$ cat config.mk
export PLATFORM = sky130hd
export DESIGN_NAME = seven_seg_bin_display
export DESIGN_NICKNAME = d
export VERILOG_FILES = /design/src/rtl/seven_seg_bin_display.sv
export SDC_FILE = /design/constraint.sdc
export NUM_CORES = 1
export LEC_CHECK = 0
export CAP_MARGIN = 10
export CORE_AREA = 4 4 93 95
export DETAILED_ROUTE_END_ITERATION = 12
export DIE_AREA = 0 0 97 99
export HOLD_SLACK_MARGIN = 0.03
export PLACE_DENSITY = 0.85
export REMOVE_ABC_BUFFERS = 1
export SYNTH_ARGS = -nofsm -noshare
export SYNTH_HDL_FRONTEND = slang
export SYNTH_SLANG_ARGS = --single-unit
$ cat constraint.sdc
create_clock -name clk -period 3.5 [get_ports clk]
set_input_delay 0.35 -clock clk [delete_from_list [all_inputs] [get_ports clk]]
set_output_delay 0.35 -clock clk [all_outputs]
set_load 0.05 [all_outputs]
$ cat src/rtl/seven_seg_bin_display.sv
// seven_seg_bin_display: multi-digit binary-to-7-segment display driver.
// A value accepted over a valid/ready handshake is converted to BCD by a
// sequential shift-add-3 (double-dabble) engine, one input bit per cycle, and
// the resulting digits are registered as segment patterns for the HEX displays.
// Supports either segment polarity, leading-zero blanking, an overflow
// indication (all dashes) and a registered display blank control.
module seven_seg_bin_display #(
    parameter int unsigned NUM_DIGITS    = 4,     // 1..6, digit 0 least significant
    parameter int unsigned BIN_WIDTH     = 14,    // 4..20
    parameter bit          ACTIVE_LOW    = 1'b1,  // 1: lit segment driven 0
    parameter bit          BLANK_LEADING = 1'b1   // 1: blank leading zero digits
) (
    input  logic                    clk,
    input  logic                    rst,
    input  logic [BIN_WIDTH-1:0]    bin_in,
    input  logic                    load_valid,
    output logic                    load_ready,
    input  logic                    blank,
    output logic [7*NUM_DIGITS-1:0] seg,
    output logic                    overflow,
    output logic                    done
);

    localparam int unsigned BcdWidth = 4 * NUM_DIGITS;
    localparam int unsigned SegWidth = 7 * NUM_DIGITS;
    localparam int unsigned CntWidth = $clog2(BIN_WIDTH);

    // Largest value that fits on the display, 10^NUM_DIGITS - 1.
    function automatic int unsigned calc_max_value();
        int unsigned p;
        p = 1;
        for (int i = 0; i < int'(NUM_DIGITS); i++) begin
            p = p * 10;
        end
        return p - 1;
    endfunction

    localparam int unsigned MaxValue = calc_max_value();

    // Logical segment codes, {a,b,c,d,e,f,g}, lit = 1.
    localparam logic [6:0] SegBlank = 7'b0000000;
    localparam logic [6:0] SegDash  = 7'b0000001;
    localparam logic [6:0] SegZero  = 7'b1111110;

    // Reset shows a single "0" on digit 0, all other digits blank.
    localparam logic [SegWidth-1:0] ResetDigits = SegWidth'(SegZero);

    // Converter states.
    localparam logic [1:0] StIdle   = 2'd0;
    localparam logic [1:0] StShift  = 2'd1;
    localparam logic [1:0] StUpdate = 2'd2;

    // BCD nibble to logical segment code; anything above 9 shows blank.
    function automatic logic [6:0] decode_digit(input logic [3:0] nibble);
        logic [6:0] code;
        unique case (nibble)
            4'd0:    code = 7'b1111110;
            4'd1:    code = 7'b0110000;
            4'd2:    code = 7'b1101101;
            4'd3:    code = 7'b1111001;
            4'd4:    code = 7'b0110011;
            4'd5:    code = 7'b1011011;
            4'd6:    code = 7'b1011111;
            4'd7:    code = 7'b1110000;
            4'd8:    code = 7'b1111111;
            4'd9:    code = 7'b1111011;
            default: code = SegBlank;
        endcase
        return code;
    endfunction

    // Converter state.
    logic [1:0]           state_q, state_d;
    logic [BIN_WIDTH-1:0] bin_q;
    logic [BcdWidth-1:0]  bcd_q;
    logic [CntWidth-1:0]  cnt_q;
    logic                 ovf_pending_q;

    // Display state.
    logic [SegWidth-1:0]  digits_q;
    logic                 overflow_q;
    logic                 done_q;
    logic                 blank_q;

    // Combinational helpers.
    logic                 accept;
    logic                 ovf_detect;
    logic                 last_iter;
    logic [BcdWidth-1:0]  bcd_adj;
    logic [BcdWidth-1:0]  bcd_shift;
    logic [BIN_WIDTH-1:0] bin_shift;
    logic                 unused_shift_out;
    logic [SegWidth-1:0]  seg_new;
    logic [SegWidth-1:0]  seg_shown;
    logic [3:0]           nibble;
    logic                 zero_run;

    assign load_ready = (state_q == StIdle);
    assign accept     = load_valid & load_ready;

    // Compared at 32 bits so no input value can wrap against the limit.
    assign ovf_detect = 32'(bin_in) > MaxValue;

    assign last_iter  = (cnt_q == CntWidth'(BIN_WIDTH - 1));

    // Add-3 correction on every nibble that would reach 10 or more after the shift.
    always_comb begin
        bcd_adj = bcd_q;
        for (int k = 0; k < int'(NUM_DIGITS); k++) begin
            if (bcd_q[4*k +: 4] >= 4'd5) begin
                bcd_adj[4*k +: 4] = bcd_q[4*k +: 4] + 4'd3;
            end
        end
    end

    // The bit shifted out of the top nibble only matters on overflow, where
    // the BCD result is never shown.
    assign {unused_shift_out, bcd_shift, bin_shift} = {bcd_adj, bin_q, 1'b0};

    // Next-state logic: idle until a handshake, BIN_WIDTH shift cycles, one update cycle.
    always_comb begin
        state_d = state_q;
        unique case (state_q)
            StIdle:   if (accept) state_d = StShift;
            StShift:  if (last_iter) state_d = StUpdate;
            StUpdate: state_d = StIdle;
            default:  state_d = StIdle;
        endcase
    end

    // Converter registers: capture on handshake, then one double-dabble step per cycle.
    always_ff @(posedge clk) begin
        if (rst) begin
            state_q       <= StIdle;
            bin_q         <= '0;
            bcd_q         <= '0;
            cnt_q         <= '0;
            ovf_pending_q <= 1'b0;
        end else begin
            state_q <= state_d;
            unique case (state_q)
                StIdle: begin
                    if (accept) begin
                        bin_q         <= bin_in;
                        bcd_q         <= '0;
                        cnt_q         <= '0;
                        ovf_pending_q <= ovf_detect;
                    end
                end
                StShift: begin
                    bcd_q <= bcd_shift;
                    bin_q <= bin_shift;
                    cnt_q <= cnt_q + CntWidth'(1);
                end
                default: ;
            endcase
        end
    end

    // Segment patterns for the finished conversion, scanning from the most
    // significant digit so leading zeros can be detected in one pass.
    always_comb begin
        seg_new  = '0;
        nibble   = '0;
        zero_run = 1'b1;
        for (int k = int'(NUM_DIGITS) - 1; k >= 0; k--) begin
            nibble   = bcd_q[4*k +: 4];
            zero_run = zero_run & (nibble == 4'd0);
            if (ovf_pending_q) begin
                seg_new[7*k +: 7] = SegDash;
            end else if (BLANK_LEADING && (k > 0) && zero_run) begin
                seg_new[7*k +: 7] = SegBlank;
            end else begin
                seg_new[7*k +: 7] = decode_digit(nibble);
            end
        end
    end

    // Display registers: load new digits and overflow in UPDATE, done follows one cycle later.
    always_ff @(posedge clk) begin
        if (rst) begin
            digits_q   <= ResetDigits;
            overflow_q <= 1'b0;
            done_q     <= 1'b0;
        end else begin
            done_q <= (state_q == StUpdate);
            if (state_q == StUpdate) begin
                digits_q   <= seg_new;
                overflow_q <= ovf_pending_q;
            end
        end
    end

    // Blank request is registered; latched digits stay intact underneath it.
    always_ff @(posedge clk) begin
        if (rst) begin
            blank_q <= 1'b0;
        end else begin
            blank_q <= blank;
        end
    end

    assign seg_shown = blank_q ? '0 : digits_q;
    assign seg       = ACTIVE_LOW ? ~seg_shown : seg_shown;
    assign overflow  = overflow_q;
    assign done      = done_q;

endmodule

# --- Word level (Yosys, flattened, before mapping) ---
# Memories as Yosys holds them, arrays and structs flattened. A register that Yosys moved wholly into a read port is not among the register bits.
# Cells that the tools add are included.
totals:
  wordCells: 69
  memories: 4
  rom_bits: 448
  out_inout_bits: 31
  mem_bits_rw: 0
  ff_bits: 68
  latchBits: 0
op_classes:
  bitwise: 4
  eq_ne: 5
  n_mux: 29
  n_mul: 0
  order_cmp: 5
  add_sub_neg: 5
  shift: 0
  n_div: 0
  reduce_logical: 8
memory_table:
  columns: ["name", "words", "width", "read_ports", "rd_ports_with_merged_regs", "write_ports", "line", "rtl"]
  rows:
  - ["(name not given)", 16, 7, 1, 1, 0, "56", "unique case (nibble)"]
  - ["(name not given)", 16, 7, 1, 1, 0, "56", null]
  - ["(name not given)", 16, 7, 1, 1, 0, "56", null]
  - ["(name not given)", 16, 7, 1, 1, 0, "56", null]
ops:
  columns: ["operator", "n"]
  rows:
  - ["$mux W7", 7]
  - ["$mux W4", 12]
  - ["$pmux W16 S2", 1]
  - ["$mux W28", 1]
  - ["$not A28 Y28", 1]
  - ["$pmux W14 S2", 1]
  - ["$ge A4 B3 Y1 const B", 4]
  - ["$mux W16", 1]
  - ["$gt A14 B14 Y1 const B", 1]
  - ["$mux W14", 1]
  - ["$add A4 B2 Y4 const B", 3]
  - ["$logic_not A4 Y1", 3]
  - ["$pmux W4 S2", 1]
  - ["$reduce_and A2 Y1", 3]
  - ["$add A4 B1 Y4 const B", 1]
  - ["$eq A4 B4 Y1 const B", 1]
  - ["$mux W2", 2]
  - ["$pmux W2 S2", 1]
  - ["$add A3 B2 Y3 const B", 1]
  - ["$and A1 B1 Y1", 3]
  - ["$mux W3", 1]
  - ["$eq A2 B1 Y1 const B", 1]
  - ["$eq A2 B2 Y1 const B", 1]
  - ["$logic_not A2 Y1", 1]
  - ["3 further kinds", 3]

# --- Longest topological paths before layout ---
depth:
  ltp_word: 6
  depth_mapped: 11

# --- Worst setup path after synthesis ---
# OpenSTA, ideal clock, no wires.
synth_timing:
  path_kind: "flip-flop to flip-flop"
  startpoint: "reg bcd_q[12]"
  endpoint: "reg with a tool-made name"
  setup_time_ns: 0.106
  arrival_ns: 2.064
  required_time_ns: 3.394
  n_path_buf: 0
  path_slack_ns: 1.330
  synth_period_minus_slack_ns: 2.170
  path_stages_with_launch: 9
  path_cell_list: "dfxtp_1 inv_1 ha_1 nand2b_1 a21o_1 nor3_1 a211oi_1 ha_1 o311ai_0"
synth_rtl:
  columns: ["element", "line", "rtl"]
  rows:
  - ["start, declared", "75", "logic [BcdWidth-1:0] bcd_q;"]
  - ["start signal, assigned", "151", "bcd_q <= bcd_shift;"]

==> metrics.txt <==
Die W 97 µm; worst hold-check path type in -> reg; RSZ-0062 raised after global routing false; setup ws final 0.822 ns; DRT Pass-1 Iters 5; DIE AREA 0.00960 mm²; Vias per Instance 5.78; Hold Buf Count CTS 0; top-area cell type share of the netlist area 40.8%; total grt overflow 0; area grow syn2layout 15.2%; Leak 2.18 nW; dpl ws 0.813 ns; H-tree lvl count 3; Final nets 633; Worst-Skew Late Latency 0.36 ns; cells taking the most area after synthesis dfxtp_1 41%, ha_1 9.6%, nor2_1 4.7%; Top Family by Delay on Critical Path compound AO/OA/AOI/OAI gates; io pins 49; initial antenna violation count 0; Post-synth ARST share 0%; first-pass GRT wire length 17.0 mm; Inserted Clock Buffers 9; clk buf depth 2; setup TNS 0 ns; die extent in y 99 µm; post-route ant nets 0; prevailing post-synth register cell dfxtp_1; CTS tree done; Worst Skew 0.0108 ns; Final setup viols 0; Distinct cells, synth 62; Startpoint Class flop; crit path DAT 2.89 ns; Hold Vio Cnt, Final 0; Post-synth EDFFs 0; status finished clean; Mapped Cells 542; gr usage total 21.3%; Avg Cell Area, Syn 8.70 µm²; synth cell count leaders 96 x dfxtp_1, 59 x nor2_1, 40 x nand2_1; Detailed Place HPWL 7.17 mm; Port Buffer Count 48; layout cells sized above 1 7.53%; routed vias 3966; post-CTS sizing 0; period utilization 76.5%; critical path cell sequence inv_1, ha_1, nand2b_1, a21oi_1, xnor2_1, a22oi_1, nor2_1, ha_1, o21ai_0, a211oi_1, a21oi_1; Initial Utilization 61.0%; Num Clock Sinks 96; Reg clk slew, reported paths 0.08 ns; footprint of the multi-input gates 0.00252 mm²; leading area contributor after synthesis dfxtp_1; Core Area 0.00773 mm²; Slowest Stage Delay on Critical Path 0.38 ns; DRC violations left 0; Power Dens Cells 365 mW/mm²; Post-CTS Setup Repair Bufs 0; Period minus WS final 2.68 ns; vias in the first global route 3661; number of diodes 0; sequential cell area 0.00192 mm²; Critical Path RT 3.71 ns; Mapped Area 0.00471 mm²; 1st-iter DRT viols 192; count leader, synth dfxtp_1; peak supply drop 0.200 mV; Total Power 1.98 mW; GPL Wtd Cong 0.934; Seq/Total Area, Yosys 40.8%; root buf cell clkbuf_8; #FFs+latches synth 96; Worst Setup End Kind flop; Placement Rows 32; Worst slew margin 36.7%; CP max FO 7; Crit Path Class reg -> reg; # fillers 592; Critical-path top delay cell dfxtp_1; Avg WL per Cell 14.9 µm; Fmax achieved 0.373 GHz; Yosys warnings 0; pin count of the biggest net entering global routing 34; Slew @ Worst Pin 0.948 ns; maxcap violations 0; Routed WL 10.2 mm; Max Slew Vio Count 0; CP bufs+invs 1
[layer usage]
metal  track usage [%]  vias to the layer above  part of all wire, %
met5                 0                        -                    0
met4              8.64                        0                  1.6
met3              3.82                       15                  5.2
met2              35.9                      108                   48
met1              27.1                     1862                   45
li1                  -                     1981                    -
[path summary, 6_finish.rpt]
check        slack (ns)      from  depth (start not counted)  endpoint
min reg2reg        0.47  overflow                          2  overflow
max                0.82  bcd_q[0]                         11      flop
min                0.36       rst                          2  bin_q[0]
max reg2reg        0.82  bcd_q[0]                         11      flop
[cells in the final DEF, fill, tap and decap left out, types with 2 or more instances in the layout]
cell type / count
nor2b_1: 9
clkbuf_8: 12
a21o_1: 5
nor2_2: 3
nand2_1: 40
and2_1: 2
a211oi_1: 5
a22oi_1: 23
o31ai_1: 3
nor3b_1: 2
nand2b_1: 34
o21ai_0: 19
o311ai_0: 5
inv_1: 36
buf_4: 7
nor2_1: 59
nor4_1: 2
o22ai_1: 10
a21oi_1: 21
a211o_1: 2
a22o_1: 2
o211ai_1: 2
or3_1: 2
clkdlybuf4s50_1: 47
nand3_1: 23
a221oi_1: 9
nor3_1: 7
o221a_2: 3
clkinv_2: 3
mux2i_1: 7
nand3b_1: 7
ha_1: 36
dfxtp_1: 96
a31oi_1: 6
a22oi_2: 2
o21ai_1: 6
[worst reg2reg max path, delay by kind of cell, from the launching register on]
kind                     cells  cell delay (ns)
XOR/XNOR                     1             0.16
AO/OA/AOI/OAI                5             0.89
buffers and inverters        1             0.11
adder cells (fa/ha/maj)      2             0.57
flip-flops                   1             0.38
AND/OR/NAND/NOR              2             0.42
[where the power goes]
part / internal, mW / switching (mW) / leakage [nW] / total [mW]
combinational: 0.0649 / 0.0870 / 1.31 / 0.152
sequential: 1.11 / 0.0184 / 0.779 / 1.13
clock: 0.317 / 0.385 / 0.0988 / 0.702
[cells by family after synthesis]
group | synth area share [%]
compound gates | 21.8
xor+xnor | 0.372
fa+ha+maj | 9.55
buf+inv | 5.81
flops | 40.8
mux | 1.49
simple gates | 20.2
[per-stage QoR]
stage / instance area (µm²) / hold slack [ns] / utilization, % / std cells
after floorplan: 4580 / 0.419 / - / 513
after detailed placement: 5240 / 0.455 / 67.8 / 670
after global routing: 5430 / 0.365 / 70.3 / 686
after CTS: 5430 / 0.361 / 70.3 / 686
after global placement: 5240 / 0.446 / 67.8 / 670
final: 5430 / 0.362 / 70.3 / 686
[layout make-up]
type	count	share of cell area [%]
multi-input cells	379	46.4
clock inverters	4	0.484
flip-flops and latches	96	35.4
well taps	102	2.35
repair buffers	55	9.72
clock buffers	12	3.04
inverters	38	2.65
Power figures use the tool's default switching activity.
